--- src/rtl/cordic_cos_iter_if.sv ---
// rtl/cordic_cos_iter_if.sv - enable/done handshake bundle for the CORDIC cos/sin engine
interface cordic_cos_iter_if #(
  parameter int WIDTH = 22
);
  logic                    enable;
  logic signed [WIDTH-1:0] angle;
  logic signed [WIDTH-1:0] cos_out;
  logic signed [WIDTH-1:0] sin_out;
  logic                    done;
  logic                    busy;
  logic                    range_err;

  modport master (
    output enable, angle,
    input  cos_out, sin_out, done, busy, range_err
  );

  modport slave (
    input  enable, angle,
    output cos_out, sin_out, done, busy, range_err
  );
endinterface

--- src/rtl/cordic_cos_iter.sv ---
// rtl/cordic_cos_iter.sv - iterative CORDIC rotation, one micro-rotation per clock
// Computes cos/sin of a Q2.FRAC angle; gain K is preloaded so no output scaling is needed.
module cordic_cos_iter #(
  parameter int WIDTH      = 22,
  parameter int FRAC       = 20,
  parameter int ITERATIONS = 20
) (
  input  logic             clk,
  input  logic             reset,
  cordic_cos_iter_if.slave bus
);
  localparam int ZW = WIDTH + 2;
  localparam int IW = (ITERATIONS > 1) ? $clog2(ITERATIONS) : 1;
  localparam logic [IW-1:0] LAST_ITER = IW'(ITERATIONS - 1);

  // atan(1/m) as an alternating series in Q.60, exact enough to round to FRAC bits
  function automatic longint atan_inv(input longint m);
    longint acc;
    longint pw;
    longint k;
    acc = 0;
    pw  = (64'sd1 <<< 60) / m;
    k   = 0;
    while (pw != 0) begin
      if (k[0]) acc = acc - pw / (2 * k + 1);
      else      acc = acc + pw / (2 * k + 1);
      pw = pw / (m * m);
      k  = k + 1;
    end
    return acc;
  endfunction

  function automatic longint atan_fix(input int i);
    longint v;
    if (i == 0)      v = atan_inv(64'sd2) + atan_inv(64'sd3);
    else if (i > 30) v = (64'sd1 <<< 60) >>> i;
    else             v = atan_inv(64'sd1 <<< i);
    return (v + (64'sd1 <<< (59 - FRAC))) >>> (60 - FRAC);
  endfunction

  localparam longint K_L = (64'sd6072529350 * (64'sd1 <<< FRAC) + 64'sd5000000000)
                           / 64'sd10000000000;
  localparam logic signed [ZW-1:0] K_FIX  = ZW'(K_L);
  localparam logic signed [ZW-1:0] ONE    = ZW'(64'sd1 <<< FRAC);
  localparam logic signed [ZW-1:0] SAT_HI = {{3{1'b0}}, {(WIDTH-1){1'b1}}};
  localparam logic signed [ZW-1:0] SAT_LO = {{3{1'b1}}, {(WIDTH-1){1'b0}}};

  logic signed [ZW-1:0] atan_tab [ITERATIONS];

  for (genvar g = 0; g < ITERATIONS; g++) begin : g_atan
    localparam longint ATAN_L = atan_fix(g);
    assign atan_tab[g] = ZW'(ATAN_L);
  end

  function automatic logic signed [WIDTH-1:0] sat(input logic signed [ZW-1:0] v);
    if (v > SAT_HI)      return {1'b0, {(WIDTH-1){1'b1}}};
    else if (v < SAT_LO) return {1'b1, {(WIDTH-1){1'b0}}};
    else                 return v[WIDTH-1:0];
  endfunction

  typedef enum logic [1:0] {S_IDLE, S_ITER, S_FINISH} state_t;

  state_t               state, state_next;
  logic signed [ZW-1:0] x, y, z;
  logic        [IW-1:0] iter;
  logic                 range_pend;

  logic signed [ZW-1:0] angle_ext, angle_abs;
  logic signed [ZW-1:0] x_sh, y_sh, x_next, y_next, z_next;
  logic                 out_of_range;

  assign angle_ext    = {{2{bus.angle[WIDTH-1]}}, bus.angle};
  assign angle_abs    = angle_ext[ZW-1] ? -angle_ext : angle_ext;
  assign out_of_range = angle_abs > ONE;

  // z < 0 selects d = -1
  assign x_sh   = x >>> iter;
  assign y_sh   = y >>> iter;
  assign x_next = z[ZW-1] ? x + y_sh : x - y_sh;
  assign y_next = z[ZW-1] ? y - x_sh : y + x_sh;
  assign z_next = z[ZW-1] ? z + atan_tab[iter] : z - atan_tab[iter];

  always_ff @(posedge clk) begin
    if (reset) state <= S_IDLE;
    else       state <= state_next;
  end

  always_comb begin
    state_next = state;
    bus.busy   = 1'b0;
    case (state)
      S_IDLE:   if (bus.enable) state_next = S_ITER;
      S_ITER: begin
        bus.busy = 1'b1;
        if (iter == LAST_ITER) state_next = S_FINISH;
      end
      S_FINISH: begin
        bus.busy   = 1'b1;
        state_next = S_IDLE;
      end
      default:  state_next = S_IDLE;
    endcase
  end

  always_ff @(posedge clk) begin
    if (reset) begin
      x             <= '0;
      y             <= '0;
      z             <= '0;
      iter          <= '0;
      range_pend    <= 1'b0;
      bus.cos_out   <= '0;
      bus.sin_out   <= '0;
      bus.range_err <= 1'b0;
      bus.done      <= 1'b0;
    end else begin
      bus.done <= 1'b0;
      case (state)
        S_IDLE: begin
          if (bus.enable) begin
            x          <= K_FIX;
            y          <= '0;
            z          <= angle_ext;
            iter       <= '0;
            range_pend <= out_of_range;
          end
        end
        S_ITER: begin
          x    <= x_next;
          y    <= y_next;
          z    <= z_next;
          iter <= iter + 1'b1;
        end
        S_FINISH: begin
          bus.cos_out   <= sat(x);
          bus.sin_out   <= sat(y);
          bus.range_err <= range_pend;
          bus.done      <= 1'b1;
        end
        default: ;
      endcase
    end
  end
endmodule

--- src/flat_wrapper.sv ---
// flat-port wrapper written by rule: the top's interface ports become plain ports
module cordic_cos_iter_flat 
#(
  parameter int WIDTH      = 22,
  parameter int FRAC       = 20,
  parameter int ITERATIONS = 20
)
  (clk, reset, bus_enable, bus_angle, bus_cos_out, bus_sin_out, bus_done, bus_busy, bus_range_err);
  cordic_cos_iter_if #(.WIDTH(WIDTH)) bus_i ();
  input  logic clk;
  input  logic reset;
  input wire logic [$bits(bus_i.enable)-1:0] bus_enable;
  input wire logic [$bits(bus_i.angle)-1:0] bus_angle;
  output wire logic [$bits(bus_i.cos_out)-1:0] bus_cos_out;
  output wire logic [$bits(bus_i.sin_out)-1:0] bus_sin_out;
  output wire logic [$bits(bus_i.done)-1:0] bus_done;
  output wire logic [$bits(bus_i.busy)-1:0] bus_busy;
  output wire logic [$bits(bus_i.range_err)-1:0] bus_range_err;
  assign bus_i.enable = bus_enable;
  assign bus_i.angle = bus_angle;
  assign bus_cos_out = bus_i.cos_out;
  assign bus_sin_out = bus_i.sin_out;
  assign bus_done = bus_i.done;
  assign bus_busy = bus_i.busy;
  assign bus_range_err = bus_i.range_err;
  cordic_cos_iter #(.WIDTH(WIDTH), .FRAC(FRAC), .ITERATIONS(ITERATIONS)) u_core (.clk(clk), .reset(reset), .bus(bus_i));
endmodule
--- config.mk ---
export PLATFORM = sky130hd
export DESIGN_NAME = cordic_cos_iter_flat
export DESIGN_NICKNAME = d
export VERILOG_FILES = /design/src/rtl/cordic_cos_iter_if.sv /design/src/rtl/cordic_cos_iter.sv /design/src/flat_wrapper.sv
export SDC_FILE = /design/constraint.sdc
export NUM_CORES = 1
export LEC_CHECK = 0
export ABC_AREA = 1
export CAP_MARGIN = 5
export CORE_AREA = 10 10 173 175
export CTS_CLUSTER_SIZE = 10
export DETAILED_ROUTE_END_ITERATION = 6
export DIE_AREA = 0 0 183 185
export MAX_ROUTING_LAYER = met4
export PLACE_DENSITY = 0.66
export SYNTH_ARGS = -nofsm -noshare
export SYNTH_HDL_FRONTEND = slang
export SYNTH_SLANG_ARGS = --single-unit
--- constraint.sdc ---
create_clock -name clk -period 6.37 [get_ports clk]
set_clock_uncertainty 0.05 [all_clocks]
set_input_delay 1.911 -clock clk [delete_from_list [all_inputs] [get_ports clk]]
set_output_delay 1.911 -clock clk [all_outputs]
set_load 0.1 [all_outputs]
==> impl_metrics.ini <==
[sta]
whs_ns = 0.413
fin_crit_sh_pct = 84.7
rsz0062_at_grt = no
post-route-min-period_ns = 5.40
setup_viol = 0
worst_pin_slew_ns = 1.02
finalSetupTns_ns = 0
hold_viol = 0
fmax_mhz = 185
slew_viol_final = 0
maxSlewHeadroom_pct = 32.1

[synth]
async_reset_ff_share_pct = 0
netlist_area_sq_mm = 0.0131
synthCells = 2188
yosysSeqAreaShare_pct = 19.3
synth_top_area_share_pct = 19.3
yosysWarningCount = 0
synth.distinct_cells = 58
synth-edff-count = 0
synth_area_per_cell_sq_um = 5.98
yosysTopAreaCell = dfxtp_1
ys_seq_elements = 126
synth_area_leaders = dfxtp_1 (19%), nand2_1 (18%), ha_1 (9.0%)
synth_ff_type = dfxtp_1
syn-num-nets = 2310

[worst_setup_path]
worstPathCellList = clkinv_2 -> nor2_1 -> nand3_1 -> o211ai_1 -> nand2_1 -> nand3_1 -> inv_1 -> ha_1 -> or2_2 -> o21ai_1 -> nor2_1 -> nand2_1 -> a21oi_1 -> xor2_1 -> ha_1 -> nand2_1 -> nor4_1 -> nand4_1 -> nand3_1 -> nand3_1 -> nand2_1 -> a21oi_1 -> o21ai_0 -> a21oi_1
worst-path-stages = 24
rr_endpoint = u_core.y[22]
crit_path_start_kind = register
cp-end-kind = register
cp_data_required_time_ns = 6.62
arrival_ns = 5.65
max_stage_delay_ns = 0.65
worstSetupEndpoint = u_core.y[22]
cp_slowest_cell = nor2_1
critPathKind = register to register
path_max_fanout = 43
startpoint = u_core.iter[1]
worst_path_dominant_cell_family = simple AND/OR/NAND/NOR gates
reg2reg_setup_slack_ns = 0.97
worst-path-buf-inv = 2
reg2reg_depth = 24
r2r-start = u_core.iter[1]

[cells_and_area]
layout_commonest_cell = nand2_1
fin_area_sq_mm = 0.0145
drive_above_1_share_pct = 5.01
diodes = 0
syn2layout_area_growth_pct = 10.9
mostFrequentLayoutCells = nand2_1 (620), a21oi_1 (224), nand3_1 (216)
final_nets = 2324

[grt]
antenna_found_initial = 0
grt_usage_pct = 28.0
grt_pass1_vias = 13900
grt_pass1_wl_mm = 74.4
grt_max_degree = 61
grt-ovfl-total = 0

[clock_tree]
cts_resized = 0
clockBufferDepth = 2
cts_buffers = 17
cts_hold_buf = 0
clk_latency_ns = 0.45
cts_setup_buffers = 0
path_clk_slew_ns = 0.07
h-tree-depth = 4
cts_tree = built
clock_sinks = 126
cts_root_buffer = clkbuf_16

[die]
start_util_pct = 49.3
dieHeight_um = 185
num_rows = 60
die-area_sq_mm = 0.0339
coreArea_sq_mm = 0.0266
ioPinCount = 72
dieWidth_um = 183

[route]
firstDrtPassIters = 7
vias = 14700
drtAntennaViolNets = 0
wirelength_mm = 46.6
drt_iter0_drc = 1417
viasPerCell = 5.77
wl_per_cell_um = 18.2
drc = 2

[place]
routabilityCongestion = 1.01
port_buffers = 71
place_area_sq_mm = 0.0139
dp_hpwl_mm = 35.2

[hold_path]
hold_path_class = register to register

[status]
violations = DRC
outcome = finished, violations left

[job]
cap_violations = 0
-- metal layers --
| layer | wire (um) | track usage, % | part of all wire, % |
|---|---|---|---|
| met5 | 0 | - | 0 |
| met4 | 1350 | 9.02 | 2.9 |
| met3 | 3020 | 3.64 | 6.5 |
| met2 | 21300 | 45.2 | 46 |
| met1 | 20900 | 35.6 | 45 |
-- cells by family (layout without fill, tap and decap cells) --
family                   Yosys count  after routing  synth area share (%)
flip-flops                       126            126                  19.3
AO/OA/AOI/OAI                    490            490                  20.6
adder cells (fa/ha/maj)           97             97                  9.44
buffers and inverters            284            311                  9.07
XOR/XNOR                          88             88                  5.89
AND/OR/NAND/NOR                 1103           1103                  35.7
-- worst register-to-register path, delay by kind of cell (launching register included) --
| kind | cells | cell delay [ns] |
|---|---|---|
| AOI/OAI and AO/OA | 6 | 0.62 |
| xor gates and xnor gates | 1 | 0.16 |
| adders and majority gates | 2 | 0.54 |
| DFF | 1 | 0.35 |
| buffers and inverters | 2 | 0.59 |
| and+or+nand+nor | 13 | 2.97 |
-- metrics by stage --
step | util [%] | cells | setup slack [ns]
finish | 54.7 | 2556 | 0.973
floorplan | - | 2188 | 2.39
detailed placement | 52.4 | 2524 | 1.06
global placement | 52.4 | 2524 | 1.04
global route | 54.7 | 2556 | 0.530
CTS | 54.7 | 2556 | 1.01
-- registers in the layout, indices dropped and copies added, names as in the netlist --
signal and count:
u_core.bus.sin_out 22, u_core.y 24, u_core.z 24, u_core.range_pend 1, u_core.state 2, u_core.bus.range_err 1, u_core.bus.cos_out 22, u_core.x 24
u_core.iter 5, u_core.bus.done 1
-- Yosys cell counts (2+ instances only) --
master	count
buf_6	8
nand2_2	3
o21bai_1	3
clkbuf_1	51
o21ai_1	12
nand2_1	620
nor4_1	11
o21ai_0	155
or2_2	17
clkinv_1	3
o31ai_1	3
a21oi_1	225
buf_4	9
xor2_1	62
dfxtp_1	126
fa_1	3
o221ai_1	3
a21o_1	4
nor2_2	6
inv_1	174
nand3_1	216
o2111ai_1	2
o21ai_2	3
inv_2	9
a31oi_1	29
nand3_2	3
buf_2	21
o22ai_1	4
a21oi_2	5
nand3b_1	10
a211oi_1	5
nor2_1	170
a221oi_1	3
ha_1	94
a21boi_0	3
nor3_1	19
o21a_1	3
nand4_1	21
buf_1	8
a31o_2	2
xnor2_1	26
o211ai_1	18
-- worst min path at each step --
stage / endpoint / cells past startpoint / from / slack [ns]
after floorplan: u_core.bus.range_err / 2 / u_core.range_pend / 0.40
after global placement: u_core.bus.cos_out[19] / 2 / u_core.bus.cos_out[19] / 0.40
after detailed placement: u_core.bus.cos_out[19] / 2 / u_core.bus.cos_out[19] / 0.40
after CTS: u_core.bus.cos_out[3] / 2 / u_core.bus.cos_out[3] / 0.41
after global routing: u_core.bus.sin_out[9] / 2 / u_core.bus.sin_out[9] / 0.44
final: u_core.bus.cos_out[20] / 2 / u_core.bus.cos_out[20] / 0.41
-- area by class of cell --
type,instances,area (sq um)
Clock inverter,11,158
Clock buffer,21,450
Timing Repair Buffer,92,866
Fill cell,2783,12000
Tap cell,341,427
Inverter,187,703
Multi-Input combinational cell,1778,9400
Sequential cell,126,2520
Power is not shown: default switching activity piles up to over one toggle a cycle in this logic, so the estimate is an artifact.
